--- src/rtl/ppu_dispatch_if.sv ---
// rtl/ppu_dispatch_if.sv - host request, core and result signals of the posit dispatcher
interface ppu_dispatch_if #(
    parameter int N        = 16,
    parameter int OP_BITS  = 3,
    parameter int TAG_BITS = 4
);
    logic                in_valid_i;
    logic                in_ready_o;
    logic [N-1:0]        in_p1_i;
    logic [N-1:0]        in_p2_i;
    logic [N-1:0]        in_p3_i;
    logic [OP_BITS-1:0]  in_op_i;
    logic [TAG_BITS-1:0] in_tag_i;

    logic [N-1:0]        core_p1_o;
    logic [N-1:0]        core_p2_o;
    logic [N-1:0]        core_p3_o;
    logic [OP_BITS-1:0]  core_op_o;
    logic                core_stall_o;
    logic [N-1:0]        core_pout_i;
    logic [OP_BITS-1:0]  core_op_i;

    logic                out_valid_o;
    logic                out_ready_i;
    logic [N-1:0]        out_pout_o;
    logic [OP_BITS-1:0]  out_op_o;
    logic [TAG_BITS-1:0] out_tag_o;

    logic                busy_o;
    logic                err_o;

    // Dispatcher side
    modport slave (
        input  in_valid_i, in_p1_i, in_p2_i, in_p3_i, in_op_i, in_tag_i,
        output in_ready_o,
        output core_p1_o, core_p2_o, core_p3_o, core_op_o, core_stall_o,
        input  core_pout_i, core_op_i,
        output out_valid_o, out_pout_o, out_op_o, out_tag_o,
        input  out_ready_i,
        output busy_o, err_o
    );

    // Host and core side
    modport master (
        output in_valid_i, in_p1_i, in_p2_i, in_p3_i, in_op_i, in_tag_i,
        input  in_ready_o,
        input  core_p1_o, core_p2_o, core_p3_o, core_op_o, core_stall_o,
        output core_pout_i, core_op_i,
        input  out_valid_o, out_pout_o, out_op_o, out_tag_o,
        output out_ready_i,
        input  busy_o, err_o
    );
endinterface

--- src/rtl/ppu_dispatch.sv ---
// rtl/ppu_dispatch.sv - credit-based dispatcher around a fixed-latency posit core with in-order result FIFO
module ppu_dispatch #(
    parameter int N          = 16,
    parameter int OP_BITS    = 3,
    parameter int TAG_BITS   = 4,
    parameter int LATENCY    = 1,
    parameter int FIFO_DEPTH = 4
) (
    input  logic          clk_i,
    input  logic          rst,
    ppu_dispatch_if.slave bus
);
    localparam int PW = $clog2(FIFO_DEPTH);
    localparam int CW = $clog2(FIFO_DEPTH + 1);
    localparam logic [CW:0]   DEPTH_SUM  = (CW + 1)'(FIFO_DEPTH);
    localparam logic [CW-1:0] DEPTH_FULL = CW'(FIFO_DEPTH);

    logic                issue;
    logic                in_ready;
    logic                cap_valid;
    logic [OP_BITS-1:0]  cap_op;
    logic [TAG_BITS-1:0] cap_tag;
    logic                push;
    logic                pop;
    logic                out_valid;

    logic [N-1:0]        mem_pout [FIFO_DEPTH];
    logic [OP_BITS-1:0]  mem_op   [FIFO_DEPTH];
    logic [TAG_BITS-1:0] mem_tag  [FIFO_DEPTH];
    logic [PW-1:0]       wptr;
    logic [PW-1:0]       rptr;
    logic [CW-1:0]       fifo_count;
    logic [CW-1:0]       inflight_count;
    logic [CW:0]         credit_used;
    logic                err_q;

    // Credit uses registered counts only, so a pop never reaches in_ready combinationally.
    assign credit_used = {1'b0, fifo_count} + {1'b0, inflight_count};
    assign in_ready    = !rst && (credit_used < DEPTH_SUM);
    assign issue       = bus.in_valid_i && in_ready;

    assign bus.core_p1_o    = bus.in_p1_i;
    assign bus.core_p2_o    = bus.in_p2_i;
    assign bus.core_p3_o    = bus.in_p3_i;
    assign bus.core_op_o    = bus.in_op_i;
    assign bus.core_stall_o = 1'b0;

    generate
        if (LATENCY == 0) begin : g_comb
            assign cap_valid = issue;
            assign cap_op    = bus.in_op_i;
            assign cap_tag   = bus.in_tag_i;
        end else begin : g_pipe
            logic [LATENCY-1:0]  trk_valid;
            logic [OP_BITS-1:0]  trk_op  [LATENCY];
            logic [TAG_BITS-1:0] trk_tag [LATENCY];

            always_ff @(posedge clk_i) begin
                if (rst) begin
                    trk_valid <= '0;
                end else begin
                    trk_valid[0] <= issue;
                    for (int i = 1; i < LATENCY; i++) begin
                        trk_valid[i] <= trk_valid[i-1];
                    end
                end
            end

            always_ff @(posedge clk_i) begin
                trk_op[0]  <= bus.in_op_i;
                trk_tag[0] <= bus.in_tag_i;
                for (int i = 1; i < LATENCY; i++) begin
                    trk_op[i]  <= trk_op[i-1];
                    trk_tag[i] <= trk_tag[i-1];
                end
            end

            assign cap_valid = trk_valid[LATENCY-1];
            assign cap_op    = trk_op[LATENCY-1];
            assign cap_tag   = trk_tag[LATENCY-1];
        end
    endgenerate

    assign push      = cap_valid;
    assign out_valid = !rst && (fifo_count != '0);
    assign pop       = out_valid && bus.out_ready_i;

    always_ff @(posedge clk_i) begin
        if (push) begin
            mem_pout[wptr] <= bus.core_pout_i;
            mem_op[wptr]   <= cap_op;
            mem_tag[wptr]  <= cap_tag;
        end
    end

    always_ff @(posedge clk_i) begin
        if (rst) begin
            wptr           <= '0;
            rptr           <= '0;
            fifo_count     <= '0;
            inflight_count <= '0;
            err_q          <= 1'b0;
        end else begin
            if (push) begin
                wptr <= wptr + 1'b1;
            end
            if (pop) begin
                rptr <= rptr + 1'b1;
            end
            case ({push, pop})
                2'b10:   fifo_count <= fifo_count + 1'b1;
                2'b01:   fifo_count <= fifo_count - 1'b1;
                default: fifo_count <= fifo_count;
            endcase
            case ({issue, cap_valid})
                2'b10:   inflight_count <= inflight_count + 1'b1;
                2'b01:   inflight_count <= inflight_count - 1'b1;
                default: inflight_count <= inflight_count;
            endcase
            if (push && (bus.core_op_i != cap_op)) begin
                err_q <= 1'b1;
            end
        end
    end

    always_ff @(posedge clk_i) begin
        if (!rst) begin
            assert (!(push && !pop && (fifo_count == DEPTH_FULL)));
        end
    end

    assign bus.in_ready_o  = in_ready;
    assign bus.out_valid_o = out_valid;
    assign bus.out_pout_o  = rst ? '0 : mem_pout[rptr];
    assign bus.out_op_o    = rst ? '0 : mem_op[rptr];
    assign bus.out_tag_o   = rst ? '0 : mem_tag[rptr];
    assign bus.busy_o      = !rst && ((inflight_count != '0) || (fifo_count != '0));
    assign bus.err_o       = !rst && err_q;
endmodule
--- src/flat_wrapper.sv ---
// flat-port wrapper written by rule: the top's interface ports become plain ports
module ppu_dispatch_flat 
#(
    parameter int N          = 16,
    parameter int OP_BITS    = 3,
    parameter int TAG_BITS   = 4,
    parameter int LATENCY    = 1,
    parameter int FIFO_DEPTH = 4
)
  (clk_i, rst, bus_in_valid_i, bus_in_p1_i, bus_in_p2_i, bus_in_p3_i, bus_in_op_i, bus_in_tag_i, bus_in_ready_o, bus_core_p1_o, bus_core_p2_o, bus_core_p3_o, bus_core_op_o, bus_core_stall_o, bus_core_pout_i, bus_core_op_i, bus_out_valid_o, bus_out_pout_o, bus_out_op_o, bus_out_tag_o, bus_out_ready_i, bus_busy_o, bus_err_o);
  ppu_dispatch_if #(.N(N), .OP_BITS(OP_BITS), .TAG_BITS(TAG_BITS)) bus_i ();
  input  logic clk_i;
  input  logic rst;
  input wire logic [$bits(bus_i.in_valid_i)-1:0] bus_in_valid_i;
  input wire logic [$bits(bus_i.in_p1_i)-1:0] bus_in_p1_i;
  input wire logic [$bits(bus_i.in_p2_i)-1:0] bus_in_p2_i;
  input wire logic [$bits(bus_i.in_p3_i)-1:0] bus_in_p3_i;
  input wire logic [$bits(bus_i.in_op_i)-1:0] bus_in_op_i;
  input wire logic [$bits(bus_i.in_tag_i)-1:0] bus_in_tag_i;
  output wire logic [$bits(bus_i.in_ready_o)-1:0] bus_in_ready_o;
  output wire logic [$bits(bus_i.core_p1_o)-1:0] bus_core_p1_o;
  output wire logic [$bits(bus_i.core_p2_o)-1:0] bus_core_p2_o;
  output wire logic [$bits(bus_i.core_p3_o)-1:0] bus_core_p3_o;
  output wire logic [$bits(bus_i.core_op_o)-1:0] bus_core_op_o;
  output wire logic [$bits(bus_i.core_stall_o)-1:0] bus_core_stall_o;
  input wire logic [$bits(bus_i.core_pout_i)-1:0] bus_core_pout_i;
  input wire logic [$bits(bus_i.core_op_i)-1:0] bus_core_op_i;
  output wire logic [$bits(bus_i.out_valid_o)-1:0] bus_out_valid_o;
  output wire logic [$bits(bus_i.out_pout_o)-1:0] bus_out_pout_o;
  output wire logic [$bits(bus_i.out_op_o)-1:0] bus_out_op_o;
  output wire logic [$bits(bus_i.out_tag_o)-1:0] bus_out_tag_o;
  input wire logic [$bits(bus_i.out_ready_i)-1:0] bus_out_ready_i;
  output wire logic [$bits(bus_i.busy_o)-1:0] bus_busy_o;
  output wire logic [$bits(bus_i.err_o)-1:0] bus_err_o;
  assign bus_i.in_valid_i = bus_in_valid_i;
  assign bus_i.in_p1_i = bus_in_p1_i;
  assign bus_i.in_p2_i = bus_in_p2_i;
  assign bus_i.in_p3_i = bus_in_p3_i;
  assign bus_i.in_op_i = bus_in_op_i;
  assign bus_i.in_tag_i = bus_in_tag_i;
  assign bus_in_ready_o = bus_i.in_ready_o;
  assign bus_core_p1_o = bus_i.core_p1_o;
  assign bus_core_p2_o = bus_i.core_p2_o;
  assign bus_core_p3_o = bus_i.core_p3_o;
  assign bus_core_op_o = bus_i.core_op_o;
  assign bus_core_stall_o = bus_i.core_stall_o;
  assign bus_i.core_pout_i = bus_core_pout_i;
  assign bus_i.core_op_i = bus_core_op_i;
  assign bus_out_valid_o = bus_i.out_valid_o;
  assign bus_out_pout_o = bus_i.out_pout_o;
  assign bus_out_op_o = bus_i.out_op_o;
  assign bus_out_tag_o = bus_i.out_tag_o;
  assign bus_i.out_ready_i = bus_out_ready_i;
  assign bus_busy_o = bus_i.busy_o;
  assign bus_err_o = bus_i.err_o;
  ppu_dispatch #(.N(N), .OP_BITS(OP_BITS), .TAG_BITS(TAG_BITS), .LATENCY(LATENCY), .FIFO_DEPTH(FIFO_DEPTH)) u_core (.clk_i(clk_i), .rst(rst), .bus(bus_i));
endmodule
--- config.mk ---
export PLATFORM = sky130hd
export DESIGN_NAME = ppu_dispatch_flat
export DESIGN_NICKNAME = d
export VERILOG_FILES = /design/src/rtl/ppu_dispatch_if.sv /design/src/rtl/ppu_dispatch.sv /design/src/flat_wrapper.sv
export SDC_FILE = /design/constraint.sdc
export NUM_CORES = 1
export LEC_CHECK = 0
export CORE_AREA = 2 2 114 116
export DETAILED_ROUTE_END_ITERATION = 16
export DIE_AREA = 0 0 116 118
export GPL_ROUTABILITY_DRIVEN = 1
export GPL_TIMING_DRIVEN = 0
export PLACE_DENSITY = 0.66
export SKIP_CTS_REPAIR_TIMING = 1
export SLEW_MARGIN = 20
export SYNTH_ARGS = -nofsm -noshare
export SYNTH_HDL_FRONTEND = slang
export SYNTH_SLANG_ARGS = --single-unit
--- constraint.sdc ---
create_clock -name clk_i -period 2.5 [get_ports clk_i]
set_input_delay 0.375 -clock clk_i [delete_from_list [all_inputs] [get_ports clk_i]]
set_output_delay 0.375 -clock clk_i [all_outputs]
set_load 0.01 [all_outputs]
After elaboration in Yosys (flattened, before gate mapping)
Memory sizes are Yosys's and may differ from the RTL's. A register that Yosys moved wholly into a read port is not among the register bits.
Index checks and enable logic that the tools add are counted.
Storage, ports and cells
  flip-flop bits (word level): 12
  latch bits: 0
  memory bits (writable): 99
  memory bits (read-only): 0
  output and inout bits: 79
  logic and storage cells: 50
  memories: 5
Memories
  u_core.mem_pout: words 4, bits a word 16, rd ports 1, clocked after Yosys merged registers in 1, write ports 1, line ppu_dispatch.sv:27  | logic [N-1:0] mem_pout [FIFO_DEPTH];
  u_core.mem_tag: words 4, bits a word 4, rd ports 1, clocked after Yosys merged registers in 1, write ports 1, line ppu_dispatch.sv:29  | logic [TAG_BITS-1:0] mem_tag [FIFO_DEPTH];
  u_core.mem_op: words 4, bits a word 3, rd ports 1, clocked after Yosys merged registers in 1, write ports 1, line ppu_dispatch.sv:28  | logic [OP_BITS-1:0] mem_op [FIFO_DEPTH];
  u_core.g_pipe.trk_tag: words 1, bits a word 4, rd ports 1, clocked after Yosys merged registers in 0, write ports 1, line ppu_dispatch.sv:56  | logic [TAG_BITS-1:0] trk_tag [LATENCY];
  u_core.g_pipe.trk_op: words 1, bits a word 3, rd ports 1, clocked after Yosys merged registers in 0, write ports 1, line ppu_dispatch.sv:55  | logic [OP_BITS-1:0] trk_op [LATENCY];
Cells by class
  add/subtract/negate cells: 7
  $mul: 0
  divide/modulo/power cells: 0
  order comparisons: 1
  equality and inequality tests: 5
  shifts and indexed selects: 0
  multiplexer cells: 13
  bitwise operators: 0
  reductions and logical operators: 13
Operators with widths (count)
  2-to-1 mux 16 bit: 1
  2-to-1 mux 2 bit: 6
  one-hot mux 3 bit (2 select lines): 2
  logical AND 1 bit: 7
  adder 3 x 1 -> 3 bit, second input constant: 2
  nonzero test 3 bit: 2
  subtractor 3 x 1 -> 3 bit, second input constant: 2
  adder 2 x 1 -> 2 bit, second input constant: 2
  adder 3 x 3 -> 4 bit: 1
  equality test 2 x 1 -> 1 bit, second input constant: 2
  equality test 2 bit, second input constant: 2
  < comparator 4 x 3 -> 1 bit, second input constant: 1
  2-to-1 mux 4 bit: 1
  nonzero test 2 bit: 2
  2-to-1 mux 3 bit: 1
  != test 3 bit: 1
  2-to-1 mux 1 bit: 2
  zero test 1 bit: 1
  logical OR 1 bit: 1

Depth between registers and ports, before layout
Gate-level depths: netlist of the first run.
  word-level depth: 6
  gate-level depth with buffers: 10
  gate-level depth less buffers: 10

Least setup slack after synthesis of the first run
Ideal clock, no wire load.
  kind: reg2reg
  start point: register u_core.fifo_count[2]
  end point: register u_core.inflight_count[2]
  arrival: 2.195 ns
  required time: 2.429 ns
  slack: 0.235 ns
  cell stages (with the launch flop): 11
  period minus slack after synthesis: 2.265 ns
  path through: dfxtp_1 > ha_1 > or4_4 > a31oi_4 > nand2_1 > ha_1 > inv_1 > fa_1 > xor2_1 > or3_1 > a21oi_1
Between the ends
  cells in the longest elaborated chain, start to end: 6
  elaborated cells between the ends (all ways): 8
  those cells by class: add/sub: 1; order compare: 1; eq/ne: 2; mux: 1; reduce/logical: 3
RTL lines
  from (decl): line ppu_dispatch.sv:32  | logic [CW-1:0] fifo_count;
  from (signal assigned): line ppu_dispatch.sv:111  | 2'b10: fifo_count <= fifo_count + 1'b1;
  from (signal assigned): line ppu_dispatch.sv:112  | 2'b01: fifo_count <= fifo_count - 1'b1;
  from (signal assigned): line ppu_dispatch.sv:113  | default: fifo_count <= fifo_count;
  adder 3 x 3 -> 4 bit (*): line ppu_dispatch.sv:38  | assign credit_used = {1'b0, fifo_count} + {1'b0, inflight_count};
  < comparator 4 x 3 -> 1 bit (*): line ppu_dispatch.sv:39  | assign in_ready = !rst && (credit_used < DEPTH_SUM);
  logical AND 1 bit (*): line ppu_dispatch.sv:39
  via bus_in_ready_o: line flat_wrapper.sv:20  | output wire logic [$bits(bus_i.in_ready_o)-1:0] bus_in_ready_o;
  logical AND 1 bit (*): line ppu_dispatch.sv:40  | assign issue = bus.in_valid_i && in_ready;
  equality test 2 x 1 -> 1 bit or equality test 2 bit (tied branches): line ppu_dispatch.sv:115  | case ({issue, cap_valid})
  one-hot mux 3 bit (2 select lines) or nonzero test 2 bit (tied branches)
  to (signal assigned): line ppu_dispatch.sv:116  | 2'b10: inflight_count <= inflight_count + 1'b1;
  to (signal assigned): line ppu_dispatch.sv:117  | 2'b01: inflight_count <= inflight_count - 1'b1;
  to (signal assigned): line ppu_dispatch.sv:118  | default: inflight_count <= inflight_count;
  to (decl): line ppu_dispatch.sv:33  | logic [CW-1:0] inflight_count;
Mark *: on every way through the listed nets, which the timed path passes. The rest lies on a longest branch.
A chain may end at the register's enable or synchronous reset.

==> flow_summary_export.csv, run 1 <==
group,metric,value,unit
sta,period_minus_slack,2.60,ns
floorplan,rows,41,
global_routing,grt_use_met1,16.5,%
global_routing,grt_use_met3,5.36,%
worst_setup_path,crit_fanout,10,
worst_setup_path,cp.required,2.12,ns
clocking,cts_tree,"yes",
placement,numPlacedInstances,569,
synthesis,yosys-top-cells-area,"edfxtp_1 58%, mux4_2 11%, dfxtp_1 8.8%",
synthesis,ys_warn_count,0,
power,switchingPower,1160,uW
floorplan,die_area,13700,um2
clocking,root_buffer,"clkbuf_16",
worst_setup_path,arrival,2.23,ns
floorplan,coreArea,12400,um2
power,pwr-share-comb,14.8,%
sta,setup_slack,-0.104,ns
clocking,clock_sinks,113,
synthesis,synth_compound_area_share,1.52,%
routing,wl_per_cell,15.9,um
synthesis,synth_common_cells,"92 x edfxtp_1, 52 x buf_4, 24 x nor2b_1, 23 x mux4_2, 21 x dfxtp_1",
sta,rsz0062_at_grt,"true",
cells_and_area,nFillCells,1018,
power,ir_drop,0.000621,V
cells_and_area,drive_above_1_share,27.7,%
sta,whs,0.418,ns
synthesis,seq_area_frac_synth,66.5,%
routing,vias,2696,
power,netSwitchingFraction,21.4,%
worst_setup_path,r2r_setup_slack,0.14,ns
clocking,clk_latency,0.40,ns
cells_and_area,fin_area,6690,um2
power,p_per_area,809,nW/um2
sta,skew,0.0117,ns
outcome,status,"complete, but fails checks",
synthesis,synth_edf_count,92,
outcome,violations,"negative setup slack",
power,intPower,4260,uW
power,clockPowerShare,44.9,%
cells_and_area,utilization,53.9,%
hold_path,hold_path_class,"in2reg",
cells_and_area,area_growth,39.9,%
global_routing,met2_usage,24.5,%
synthesis,synth_top_family_by_area,"multiplexers",
clocking,clockBufferDepth,2,
global_routing,grt_pass1_wl,14400,um
sta,final.period_utilization,104,%
synthesis,yosys.area.top_type_share,57.7,%
routing,drc,0,
floorplan,die_y,118,um
floorplan,ios,157,
global_routing,top_usage_layer,"met2",
synthesis,synth_top_area_cell,"edfxtp_1",
global_routing,grt_util_all_layers,14.4,%
global_routing,grt_max_degree,24,
synthesis,muxShareOfSynthArea,11.0,%
global_routing,grt-ovfl-total,0,
worst_setup_path,ff2ff_path_depth,10,
cells_and_area,fin_nets,504,
global_routing,antenna_found_initial,0,
sta,maxSlewHeadroom,54.8,%
global_routing,grt_pass1_vias,2750,
clocking,clk_pin_slew_worst_paths,0.05,ns
worst_setup_path,start_kind,"register",
cells_and_area,regArea,3190,um2
cells_and_area,multiInputGateArea,1120,um2
synthesis,synthesis.area,4780,um2
synthesis,synth.avg_cell_area,16.5,um2
worst_setup_path,path_class,"reg2out",
routing,drt_first_pass_iters,4,
clocking,h-tree-depth,4,
placement,place.gp.congestion,0.683,
synthesis,ys_async_sr_fraction,0,%
sta,hold_viol,0,
power,power.leakage,0.00242,uW
sta,max_clock_freq,384,MHz
power,pwr-share-seq,40.3,%
cells_and_area,fin_cells,601,
synthesis,yosys.area_share.simple,5.91,%
floorplan,initial_utilization,38.5,%
synthesis,synth_ff_type,"edfxtp_1",
placement,port_buffers,107,
synthesis,synth_cell_type_count,27,
worst_setup_path,crit_end,"bus_out_pout_o[7]",
cells_and_area,diodes,0,
run,drv_cap,0,
routing,ant_nets,0,
placement,detailed_place_hpwl,6520,um
synthesis,syn_nets,378,
synthesis,synthXorXnorAreaFrac,1.83,%
synthesis,synth-seq-cells,113,
clocking,numCtsBuffers,17,
sta,setup_viol,18,
worst_setup_path,r2r_start,"u_core.fifo_count[1]$_SDFFE_PP0P_",
hold_path,min_from,"bus_in_tag_i[2]",
sta,drv_slew,0,
worst_setup_path,reg2reg_to,"u_core.inflight_count[2]$_SDFFE_PP0P_",
routing,drt_iter0_markers,122,
synthesis,synthAdderAreaFrac,2.93,%
synthesis,yosysMostFrequentCell,"edfxtp_1",
synthesis,syn_inst,290,
floorplan,die_x,116,um
routing,wl,9560,um
placement,postPlaceCellArea,6080,um2
routing,viasPerCell,4.49,
worst_setup_path,crit_path_end_kind,"output port",
sta,tightest_slew,0.678,ns
[flip-flops by register name, summed over array words and instances, names as in the netlist, named ones only]
register	count
u_core.inflight_count	3
u_core.g_pipe.trk_op	3
u_core.g_pipe.trk_tag	4
u_core.mem_tag	16
u_core.err_q	1
u_core.fifo_count	3
u_core.mem_op	12
u_core.rptr	2
u_core.mem_pout	64
u_core.wptr	2
u_core.cap_valid	1
[logic make-up after synthesis]
| kind of cell | Yosys count |
|---|---|
| flops | 113 |
| buf+inv | 71 |
| simple gates | 51 |
| mux | 24 |
| fa+ha+maj | 10 |
| compound gates | 10 |
| xor+xnor | 10 |
| other cells | 1 |
[stage by stage]
step | setup TNS (ns) | total power [uW] | setup WS (ns)
6_report | -1.22 | 5410 | -0.104
5_1_grt | -3.20 | 5620 | -0.210
4_1_cts | -3.27 | 5470 | -0.357
3_5_place_dp | -2.44 | 3040 | -0.541
3_3_place_gp | -2.28 | 3020 | -0.497
2_1_floorplan | 0 | 2690 | 0.235
[cell type report]
type | instances | area share [%]
clock buffers | 19 | 6.47
inverters | 9 | 0.505
clock inverters | 13 | 2.51
well taps | 172 | 3.22
multi-input cells | 106 | 16.7
repair buffers | 107 | 16.1
plain buffers | 62 | 6.86
flip-flops and latches | 113 | 47.6
[routing by layer]
metal	up-vias	share of wire, %	wire length, um
met4	0	1.0	97
met5	-	0	0
li1	1261	-	-
met1	1301	40	3810
met2	128	51	4860
met3	6	8.3	795
[layout by cell type (no fill, tap or decap), types with 2 or more instances in the layout]
master,netlist,final
buf_2,2,3
dfxtp_2,0,2
bufinv_16,0,4
xor2_1,9,9
dlymetal6s2s_1,0,3
mux4_2,23,23
clkinv_2,0,5
clkbuf_16,0,17
or3_1,2,2
dfxtp_1,21,19
ha_1,8,8
edfxtp_1,92,92
clkbuf_1,5,4
nor3_1,3,3
clkinvlp_4,0,2
nor2b_1,24,24
o21ai_0,2,2
nor2_1,14,14
fa_1,2,2
buf_6,3,3
a21oi_1,5,5
and2_2,0,4
buf_4,52,53
clkdlybuf4s50_1,0,104
inv_1,9,9
clkinv_1,0,2
[worst min-delay path by stage]
stage / end / slack, ns / cells after the start
after global placement: u_core.mem_tag[3][1]$_DFFE_PP_ / 0.45 / 0
after global routing: u_core.g_pipe.trk_tag[0][2]$_DFF_P_ / 0.40 / 1
final: u_core.g_pipe.trk_tag[0][2]$_DFF_P_ / 0.42 / 1
after floorplan: u_core.g_pipe.trk_op[0][0]$_DFF_P_ / 0.40 / 0
after CTS: u_core.g_pipe.trk_tag[0][2]$_DFF_P_ / 0.40 / 1
after detailed placement: u_core.mem_tag[1][0]$_DFFE_PP_ / 0.48 / 0
[critical path, stage by stage, from the launching register on]
cell and delay [ns]:
dfxtp_1 0.32, buf_6 0.13, buf_6 0.19, mux4_2 0.50, nor2b_1 0.17, clkdlybuf4s50_1 0.51
[power groups by stage]
stage          Sequential, uW  Clock (uW)  Combinational (uW)
6_report                 2180        2430                 803
5_1_grt                  2190        2560                 874
4_1_cts                  2180        2460                 823
3_5_place_dp             2220           0                 818
3_3_place_gp             2210           0                 810
2_1_floorplan            2200           0                 486
Power figures use the tool's default switching activity.
==> run 2, diff against run 1 <==
--- a/config.mk
+++ b/config.mk
@@ -5,6 +5,7 @@
 export SDC_FILE = /design/constraint.sdc
 export NUM_CORES = 1
 export LEC_CHECK = 0
+export ABC_CLOCK_PERIOD_IN_PS = 2500
 export CORE_AREA = 2 2 114 116
 export DETAILED_ROUTE_END_ITERATION = 16
 export DIE_AREA = 0 0 116 118
@@ -12,7 +13,6 @@
 export GPL_TIMING_DRIVEN = 0
 export PLACE_DENSITY = 0.66
 export SKIP_CTS_REPAIR_TIMING = 1
-export SLEW_MARGIN = 20
 export SYNTH_ARGS = -nofsm -noshare
 export SYNTH_HDL_FRONTEND = slang
 export SYNTH_SLANG_ARGS = --single-unit
==> run 2 against run 1 <==
The flow now finishes without violations. Worst setup slack improved by 0.23 ns. Global-route usage decreased by 0.11 points. Register-to-register slack about the same. Sequential share of layout area decreased by 0.81 points. Design area increased by 1.7%. Critical path type unchanged. Critical endpoint is now bus_out_tag_o[3]. Largest cell class unchanged.
==> flow_summary_export.csv, run 2 (synthesis results as in run 1) <==
group,metric,value,unit
outcome,status,"finished clean",
run,drv_cap,0,
floorplan,coreArea,12400,um2
floorplan,die_y,118,um
cells_and_area,fin_area,6810,um2
global_routing,antenna_found_initial,0,
routing,ant_nets,0,
clocking,cts_tree,"yes",
sta,maxSlewHeadroom,11.6,%
placement,detailed_place_hpwl,6560,um
floorplan,ios,157,
clocking,clock_sinks,113,
clocking,numCtsBuffers,17,
cells_and_area,layout_common_cells,"92 x edfxtp_1, 85 x clkdlybuf4s50_1, 57 x buf_4",
global_routing,grt-ovfl-total,0,
sta,tightest_slew,1.33,ns
clocking,clockBufferDepth,2,
worst_setup_path,path_class,"reg2out",
sta,hold_viol,0,
placement,postPlaceCellArea,6070,um2
worst_setup_path,arrival,2.00,ns
routing,wl_per_cell,15.9,um
cells_and_area,biggestRegsByFlops,"u_core.mem_pout x64, u_core.mem_tag x16, u_core.mem_op x12",
routing,drt_iter0_markers,95,
sta,drv_slew,0,
cells_and_area,area_growth,42.3,%
routing,viasPerCell,4.49,
routing,wl,9630,um
worst_setup_path,crit_path_end_kind,"output port",
sta,setup_viol,0,
cells_and_area,fin_nets,508,
placement,place.gp.congestion,0.683,
floorplan,initial_utilization,38.5,%
floorplan,die_area,13700,um2
worst_setup_path,crit_fanout,5,
cells_and_area,largest_register,"u_core.mem_pout",
global_routing,grt_pass1_wl,14300,um
placement,port_buffers,107,
clocking,clk_latency,0.40,ns
global_routing,grt_util_all_layers,14.3,%
global_routing,grt_max_degree,24,
cells_and_area,largest_reg_flops,64,
sta,max_clock_freq,421,MHz
clocking,h-tree-depth,4,
sta,final.period_utilization,95.0,%
cells_and_area,diodes,0,
power,power.leakage,0.00270,uW
power,p_per_area,814,nW/um2
worst_setup_path,start_kind,"register",
worst_setup_path,cp.required,2.12,ns
routing,drc,0,
hold_path,hold_path_class,"in2reg",
global_routing,grt_pass1_vias,2766,
power,ir_drop,0.000528,V
routing,vias,2719,
floorplan,die_x,116,um
sta,setup_tns,0,ns
cells_and_area,drive_above_1_share,26.8,%
sta,rsz0062_at_grt,"false",
floorplan,rows,41,
clocking,clk_pin_slew_worst_paths,0.05,ns
sta,skew,0.00854,ns
cells_and_area,nFillCells,1009,
clocking,root_buffer,"clkbuf_16",
cells_and_area,final_common_cell,"edfxtp_1",
routing,drt_first_pass_iters,4,
sta,period_minus_slack,2.38,ns
-- run 2: changes by cell type in the layout (fill, tap and decap cells not counted), sizes merged --
cell / before / now
clkdlybuf4s50: 104 / 85
clkinv: 7 / 6
buf: 59 / 62
dlymetal6s2s: 3 / 22
clkbuf: 22 / 23
bufinv: 4 / 5
-- run 2: critical path: stages, from the launching register on --
cell             delay, ns
dfxtp_1               0.33
buf_6                 0.15
mux4_2                0.49
nor2b_1               0.16
clkdlybuf4s50_1       0.48
-- run 2: layer usage --
layer	track usage, %	share of wire (%)	vias up
li1	-	-	1268
met1	16.5	39	1311
met2	24.5	52	127
met3	4.48	8.2	13
met4	5.36	1.1	0
met5	0	0	-
-- run 2: path summary, 6_finish.rpt --
check	startpoint	to	slack (ns)	cells after the start
setup / recovery	register	bus_out_tag_o[3]	0.12	4
hold / removal	bus_in_tag_i[2]	u_core.g_pipe.trk_tag[0][2]$_DFF_P_	0.42	1
setup reg to reg	u_core.inflight_count[2]$_SDFFE_PP0P_	u_core.inflight_count[2]$_SDFFE_PP0P_	0.14	10
hold reg to reg	u_core.g_pipe.trk_tag[0][0]$_DFF_P_	u_core.mem_tag[2][0]$_DFFE_PP_	0.48	0
-- run 2: report_power, final --
group	internal, uW	switching, uW	total, uW	leakage, uW
combinational	498	329	827	0.00140
clock	1750	782	2530	0.000299
sequential	2130	53.4	2180	0.00101
total	4380	1160	5540	0.00270
-- run 2: stage by stage --
step           hold slack, ns  std cells  power [uW]  utilization, %  worst slack, ns
4_1_cts                 0.401        601        5570            53.9           -0.352
3_5_place_dp            0.479        569        3040            48.9           -0.532
3_3_place_gp            0.449        569        3020            48.9           -0.497
5_1_grt                 0.404        605        5750            54.8          0.00440
6_report                0.419        605        5540            54.8            0.124
2_1_floorplan           0.403        290        2690               -            0.235
-- run 2: area by class of cell --
class | count | area [um2] | share of cell area [%]
Multi-Input combinational cell | 106 | 1110 | 16.4
Tap cell | 172 | 215 | 3.16
Clock inverter | 13 | 191 | 2.81
Buffer | 62 | 478 | 7.02
Clock buffer | 19 | 433 | 6.36
Inverter | 9 | 33.8 | 0.496
Sequential cell | 113 | 3180 | 46.8
Timing Repair Buffer | 111 | 1160 | 17.0
